===== config.mk =====
export PLATFORM = sky130hd
export DESIGN_NAME = sr_input_conditioner
export DESIGN_NICKNAME = d
export VERILOG_FILES = /design/src/rtl/sr_input_conditioner.sv
export SDC_FILE = /design/constraint.sdc
export NUM_CORES = 1
export LEC_CHECK = 0
export CAP_MARGIN = 10
export CORE_MARGIN = 5
export CORE_UTILIZATION = 55
export CTS_CLUSTER_DIAMETER = 50
export DETAILED_ROUTE_END_ITERATION = 10
export PLACE_DENSITY = 0.82
export SKIP_LAST_GASP = 1
export SLEW_MARGIN = 20
export SYNTH_ARGS = -nofsm -noshare
export SYNTH_HDL_FRONTEND = slang
export SYNTH_SLANG_ARGS = --single-unit

===== constraint.sdc =====
create_clock -name clk -period 2.1 [get_ports clk]
set_clock_uncertainty 0.2 [all_clocks]
set_input_delay 0.42 -clock clk [delete_from_list [all_inputs] [get_ports clk]]
set_output_delay 0.42 -clock clk [all_outputs]
set_load 0.02 [all_outputs]

===== src/rtl/sr_input_conditioner.sv =====
// Conditions two raw request lines (set/clear) into mutually exclusive,
// single-cycle s/r pulses for a downstream SR flip-flop.

module sr_input_conditioner_ch #(
  parameter int DEBOUNCE_CYCLES = 4,
  parameter int CNT_W           = 8
) (
  input  logic clk,
  input  logic reset_n,
  input  logic btn,
  output logic lvl,
  output logic evt
);

  logic             sync1;
  logic             sync2;
  logic [CNT_W-1:0] cnt;

  localparam logic [CNT_W-1:0] CNT_LAST = CNT_W'(DEBOUNCE_CYCLES - 1);

  always_ff @(posedge clk or negedge reset_n) begin
    if (!reset_n) begin
      sync1 <= 1'b0;
      sync2 <= 1'b0;
      lvl   <= 1'b0;
      cnt   <= '0;
      evt   <= 1'b0;
    end else begin
      sync1 <= btn;
      sync2 <= sync1;
      evt   <= 1'b0;
      // Any return to the accepted level (a bounce) restarts the count.
      if (sync2 == lvl) begin
        cnt <= '0;
      end else if (cnt == CNT_LAST) begin
        lvl <= sync2;
        cnt <= '0;
        evt <= sync2;
      end else begin
        cnt <= cnt + CNT_W'(1);
      end
    end
  end

endmodule

module sr_input_conditioner #(
  parameter int DEBOUNCE_CYCLES = 4,
  parameter int CNT_W           = 8,
  parameter int CONFLICT_MODE   = 0
) (
  input  logic clk,
  input  logic reset_n,
  input  logic set_btn,
  input  logic clr_btn,
  output logic s,
  output logic r,
  output logic conflict,
  output logic set_level,
  output logic clr_level
);

  localparam logic SET_WINS = (CONFLICT_MODE == 1);
  localparam logic CLR_WINS = (CONFLICT_MODE == 2);

  logic set_evt;
  logic clr_evt;

  sr_input_conditioner_ch #(
    .DEBOUNCE_CYCLES(DEBOUNCE_CYCLES),
    .CNT_W          (CNT_W)
  ) u_set (
    .clk    (clk),
    .reset_n(reset_n),
    .btn    (set_btn),
    .lvl    (set_level),
    .evt    (set_evt)
  );

  sr_input_conditioner_ch #(
    .DEBOUNCE_CYCLES(DEBOUNCE_CYCLES),
    .CNT_W          (CNT_W)
  ) u_clr (
    .clk    (clk),
    .reset_n(reset_n),
    .btn    (clr_btn),
    .lvl    (clr_level),
    .evt    (clr_evt)
  );

  // Arbitration: at most one of s/r can win, so the flip-flop never sees s=r=1.
  always_ff @(posedge clk or negedge reset_n) begin
    if (!reset_n) begin
      s        <= 1'b0;
      r        <= 1'b0;
      conflict <= 1'b0;
    end else begin
      s        <= set_evt & (~clr_evt | SET_WINS);
      r        <= clr_evt & (~set_evt | CLR_WINS);
      conflict <= set_evt & clr_evt;
    end
  end

endmodule


==> results of run 1 <==
## power by group
group | internal, mW | leakage [nW] | switching (mW) | total [mW]
Clock | 0.0732 | 0.0139 | 0.159 | 0.232
Sequential | 0.591 | 0.359 | 0.0784 | 0.669
Combinational | 0.158 | 0.169 | 0.172 | 0.330
Total | 0.821 | 0.542 | 0.410 | 1.23
## flip-flops by register name (all words and copies together), names as in the netlist
signal and flops:
u_clr.evt 1, u_set.sync2 1, u_set.lvl 1, conflict 1, u_set.sync1 1, u_clr.cnt 8
u_set.cnt 8, u_clr.sync1 1, s 1, u_clr.lvl 1, u_set.evt 1, r 1
u_clr.sync2 1
## placed cells by master, fill, tap and decap left out
master and n:
nor2b_1 2, nor3_1 1, mux2_2 1, nand3_1 6, nand2_1 4, nor4b_2 1, and3_2 1, a21oi_1 6
nor4_2 1, a21bo_2 1, ha_1 2, nand4_1 2, or3_1 6, xor2_1 5, clkdlybuf4s50_1 8, dfrtp_1 27
a21o_1 1, xnor2_1 3, and2_1 1, buf_4 1, nor3b_1 3, inv_1 2, mux2_4 1, nor2_1 9
o21ai_0 6, clkbuf_4 3, clkinvlp_4 1, nand2_2 1, nand3_2 1
## routing by layer
| metal | GRT usage (%) | part of all wire [%] | vias to the layer above |
|---|---|---|---|
| met5 | 0 | 0 | - |
| met4 | 6.88 | 1.4 | 0 |
| met2 | 20.5 | 46 | 19 |
| met3 | 2.41 | 3.6 | 3 |
| li1 | - | - | 357 |
| met1 | 20.7 | 49 | 365 |
## kinds of logic after synthesis
logic type	count (synthesis)	synth area share (%)
and+or+nand+nor	39	20.4
buffers and inverters	2	0.677
AOI/OAI and AO/OA	14	7.00
muxes	2	2.37
adders and majority gates	2	2.26
xor gates and xnor gates	8	6.32
DFF	27	60.9
## worst paths after layout
kind / from / endpoint / slack [ps] / cells after the start
min in group asynchronous: reset_n / u_clr.sync2 / 220 / 2
max reg2reg: u_clr.cnt[0] / u_clr.lvl / 380 / 4
max: u_set.lvl / set_level / 80 / 1
min reg2reg: u_set.sync1 / u_set.sync2 / 180 / 0
max in group asynchronous: reset_n / u_set.cnt[7] / 1240 / 2
min: u_set.sync1 / u_set.sync2 / 180 / 0
## cell type report
type / count / area share (%)
multi-input combinational: 65 / 33.8
inverter: 2 / 0.596
sequential: 27 / 53.6
clock inverter: 1 / 0.596
tap: 27 / 2.68
timing repair buffer: 9 / 6.95
clock buffer: 3 / 1.79
## through the flow
stage                     cell area [µm²]  std cells  setup slack (ps)
after CTS                            1260        134              85.8
after detailed placement             1230        130               424
final                                1260        134              80.6
after floorplan                      1110         94               525
after global placement               1230        130               468
after global routing                 1260        134              7.71
==> metrics, run 1 <==
Clock Path Buffers=2; Req. time, crit path=1480 ps; Final Max Tran Viols=0; CP endpoint kind=output port; mean post-synth cell area=between 10 and 15 µm²; vias in the first global route=roughly 680; Main synth FF type=dfrtp_1; pin count of the biggest net entering global routing=28; via count of the routed design=744; die area=3010 µm²; Initial Utilization=57.1%; count of different cell masters after synthesis=25; clk sink count=27; Post-route DRC=0; setup_tns=0 ps; wire per inst=around 13 µm; CP max stage cell=clkdlybuf4s50_1; Power Dens Cells=between 900 and 1000 nW/µm²; die span in y=~55 µm; DR vias/cell=~5.6; RSZ-0062 raised after global routing=false; Layout area overhead=13.7%; hold crit path type=reg2reg; CTS Root Cell=clkbuf_4; DRT Wirelength=about 1800 µm; Crit path max-delay family=buffers and inverters; Slew headroom=between 70% and 80%; Core ar.=1940 µm²; Overall Power=1.23 mW; sequential area share after synthesis=60.9%; VDD IR max=0.706 mV; status=complete, no violations; count leader, synth=dfrtp_1; Worst Tran Pin Value=around 340 ps; CP bufs+invs=1; CTS tree=done; min Tclk post-route=2020 ps; final hold vios=0; H-tree Lvls=1; I/O Pins=9; Yosys reg bits=27; iteration count of the initial detailed-routing pass=4; Fin Hold WS=180 ps; Post-synth EDFFs=0; Reg clk slew, reported paths=140 ps; P_leak=0.542 nW; Crit Path Max Fanout=4; Synth Cell Area=1110 µm²; Die X=around 55 µm; post-CTS sizing=0; Rows=16; final setup vio count=0; Post-synth top cells=dfrtp_1, nor2_1; Achievable Freq=0.495 GHz; Post-synth ARST share=between 90% and 100%; TritonCTS buffer count=3; Max-Cap Viols=0; critical path startpoint category=flop; first-pass GRT wire length=2970 µm; ANT nets after route=0; CTS Hold Bufs=0; clock latency at the later pin of the worst-skew pair=~340 ps; Synth Instances=94; Detailed Route Iter0 Violations=18; area of the multi-input gates=~430 µm²; DP Wirelength=around 1200 µm; Setup Buffers After CTS=0; share of cells above drive strength 1=roughly an eighth; utilization after layout=between 60 and 70%; register area=676 µm²; Crit Path Category=reg2out; WP data arrival=~1400 ps; I/O Buffers=8; cell taking the most area after synthesis=dfrtp_1; Synth top area share=between 60% and 70%; Placer Congestion=0.746; filler cell count=156; GR Overflow Total=0; slowest stage delay, CP=around 630 ps; gr usage total=between 10% and 20%; worst path cell trace=clkdlybuf4s50_1; dominant cells by area after synthesis=dfrtp_1, xor2_1, or3_1; Post-Syn Nets=100; Antenna Cells=0; final worst-path cycle share=96.2%; antenna violations before repair=0; Syn. warnings=0; fin nets=roughly 110
Note: power is estimated with default switching activity, not from simulation.
==> run 2: changes to the inputs <==
--- a/config.mk
+++ b/config.mk
@@ -7,10 +7,10 @@
 export LEC_CHECK = 0
 export CAP_MARGIN = 10
 export CORE_MARGIN = 5
-export CORE_UTILIZATION = 55
+export CORE_UTILIZATION = 40
 export CTS_CLUSTER_DIAMETER = 50
 export DETAILED_ROUTE_END_ITERATION = 10
-export PLACE_DENSITY = 0.82
+export PLACE_DENSITY = 0.64
 export SKIP_LAST_GASP = 1
 export SLEW_MARGIN = 20
 export SYNTH_ARGS = -nofsm -noshare
==> run 2 against run 1 <==
Effect of this change: combinational power barely moved; worst setup slack improved by 32 ps; maximum frequency rose by 1.6%; worst hold slack got worse by 5.5 ps; design area barely moved; largest cell class unchanged; final cell count rose by 3.0%; count of clock-buffer cells in the layout rose by 1; first-iteration DRC count did not move; core utilization fell by 18 points.
==> metrics, run 2 (synthesis gave the netlist of run 1 again) <==
status=complete, no violations; Non-Filler Instances=138 (+3.0%); CP max stage cell=clkdlybuf4s50_1; die area=3920 µm² (+30%); Crit path max-delay family=buffers and inverters; fin nets=114 (unchanged); post-CTS sizing=0 (unchanged); final setup vio count=0 (unchanged); clock latency at the later pin of the worst-skew pair=310 ps (-30 ps); Final Worst Setup Slack=113 ps (+32.2 ps); via count of the routed design=713 (-4.2%); Reg clk slew, reported paths=130 ps (about the same); Rows=19 (+3); share of cells above drive strength 1=11.2% (-0.93 points); placed standard-cell area=1230 µm² (+0.41%); flop-to-flop setup slack=390 ps (about the same); final worst-path cycle share=94.6% (-1.5 points); min Tclk post-route=1990 ps (-32.2 ps); critical path startpoint category=flop; Placer Congestion=0.785 (+5.3%); slowest stage delay, CP=630 ps (about the same); Worst Tran Pin Value=337 ps (-3.44 ps); TritonCTS buffer count=3 (unchanged); power share of the combinational group=27.3% (+0.5 points); ANT nets after route=0 (unchanged); Placed Cells incl. Taps=134 (+3.1%); Layout area overhead=13.8% (about the same); P_leak=0.543 nW (+0.19%); Switching Share=32.2% (-1.0 points); DR vias/cell=5.17 (-6.9%); utilization after layout=46.5% (-18 points); sequential power share=55.1% (+0.8 points); Design Area, Final=1260 µm² (about the same); antenna violations before repair=0 (unchanged); Setup Buffers After CTS=0 (unchanged); Clk pwr share=17.6% (-1.3 points); pre-CTS setup slack=408 ps (-16.0 ps); Fin Hold WS=175 ps (-5.49 ps); H-tree Lvls=1 (unchanged); Die X=62.6 µm (+14%); Achievable Freq=0.503 GHz (+1.6%); gr usage total=10.6% (-3.5 points); Crit Path Category=reg2out; Final Max Tran Viols=0 (unchanged); die span in y=62.6 µm (+14%); CP bufs+invs=1 (unchanged); I/O Pins=9 (unchanged); DRT Wirelength=1810 µm (+3.1%); iteration count of the initial detailed-routing pass=4 (unchanged); VDD IR max=0.626 mV (-11%); commonest non-fill, non-tap cell in the layout=dfrtp_1; RSZ-0062 raised after global routing=false; Regs by FF count=u_clr.cnt: 8 flops, u_set.cnt: 8 flops; Req. time, crit path=1480 ps (about the same); GR Overflow Total=0 (unchanged); Antenna Cells=0 (unchanged); internal power=824 µW (+0.26%); CTS tree=done; Max-Cap Viols=0 (unchanged); CTS Root Cell=clkbuf_4; Crit Path Max Fanout=4 (unchanged); most frequent cells in the layout=dfrtp_1, nor2_1, clkdlybuf4s50_1; wire per inst=13.1 µm (about the same); Core ar.=2710 µm² (+40%); DP Wirelength=1260 µm (+4.0%); Post-route DRC=0 (unchanged); Overall Power=1.22 mW (-1.3%); WP data arrival=1370 ps (-30 ps); vias in the first global route=745 (+8.9%); first-pass GRT wire length=3330 µm (+12%); Switch Pwr=392 µW (-4.4%); Slew headroom=77.3% (+0.23 points); worst path cell trace=clkdlybuf4s50_1; final hold vios=0 (unchanged); CTS Hold Bufs=0 (unchanged); pin count of the biggest net entering global routing=28 (unchanged); Initial Utilization=40.9% (-16 points); Detailed Route Iter0 Violations=18 (unchanged); setup_tns=0 ps (unchanged); Clock Path Buffers=2 (unchanged); hold crit path type=reg2reg; CP endpoint kind=output port; clk sink count=27 (unchanged); I/O Buffers=8 (unchanged); Power Dens Cells=964 nW/µm² (-1.4%)
[run 2: layout make-up]
type | count | area, µm²
sequential | 27 | 676
timing repair buffer | 9 | 87.6
inverter | 2 | 7.51
multi-input combinational | 65 | 425
clock buffer | 4 | 26.3
fill | 267 | 1450
tap | 31 | 38.8
[run 2: metal layers]
layer	vias up	share of wire (%)	track usage, %
li1	356	-	-
met1	343	50	14.1
met2	12	44	16.2
met3	2	5.0	2.88
met4	0	1.1	4.77
met5	-	0	0
[run 2: power by group through the flow]
stage                     Combinational, mW  Clock (mW)  Sequential, mW
after floorplan                       0.195           0           0.693
after global placement                0.323           0           0.674
after detailed placement              0.332           0           0.675
after CTS                             0.338       0.226           0.669
after global routing                  0.370       0.253           0.682
final                                 0.331       0.214           0.670
[run 2: path summary, 6_finish.rpt]
path                                    from            to  cells after the start
max in group asynchronous            reset_n   u_set.sync2                      2
worst max register to register  u_set.cnt[0]     u_set.lvl                      4
min in group asynchronous            reset_n  u_clr.cnt[6]                      2
worst min register to register   u_set.sync1   u_set.sync2                      0
worst max-delay path               u_set.lvl     set_level                      1
worst min-delay path             u_set.sync1   u_set.sync2                      0
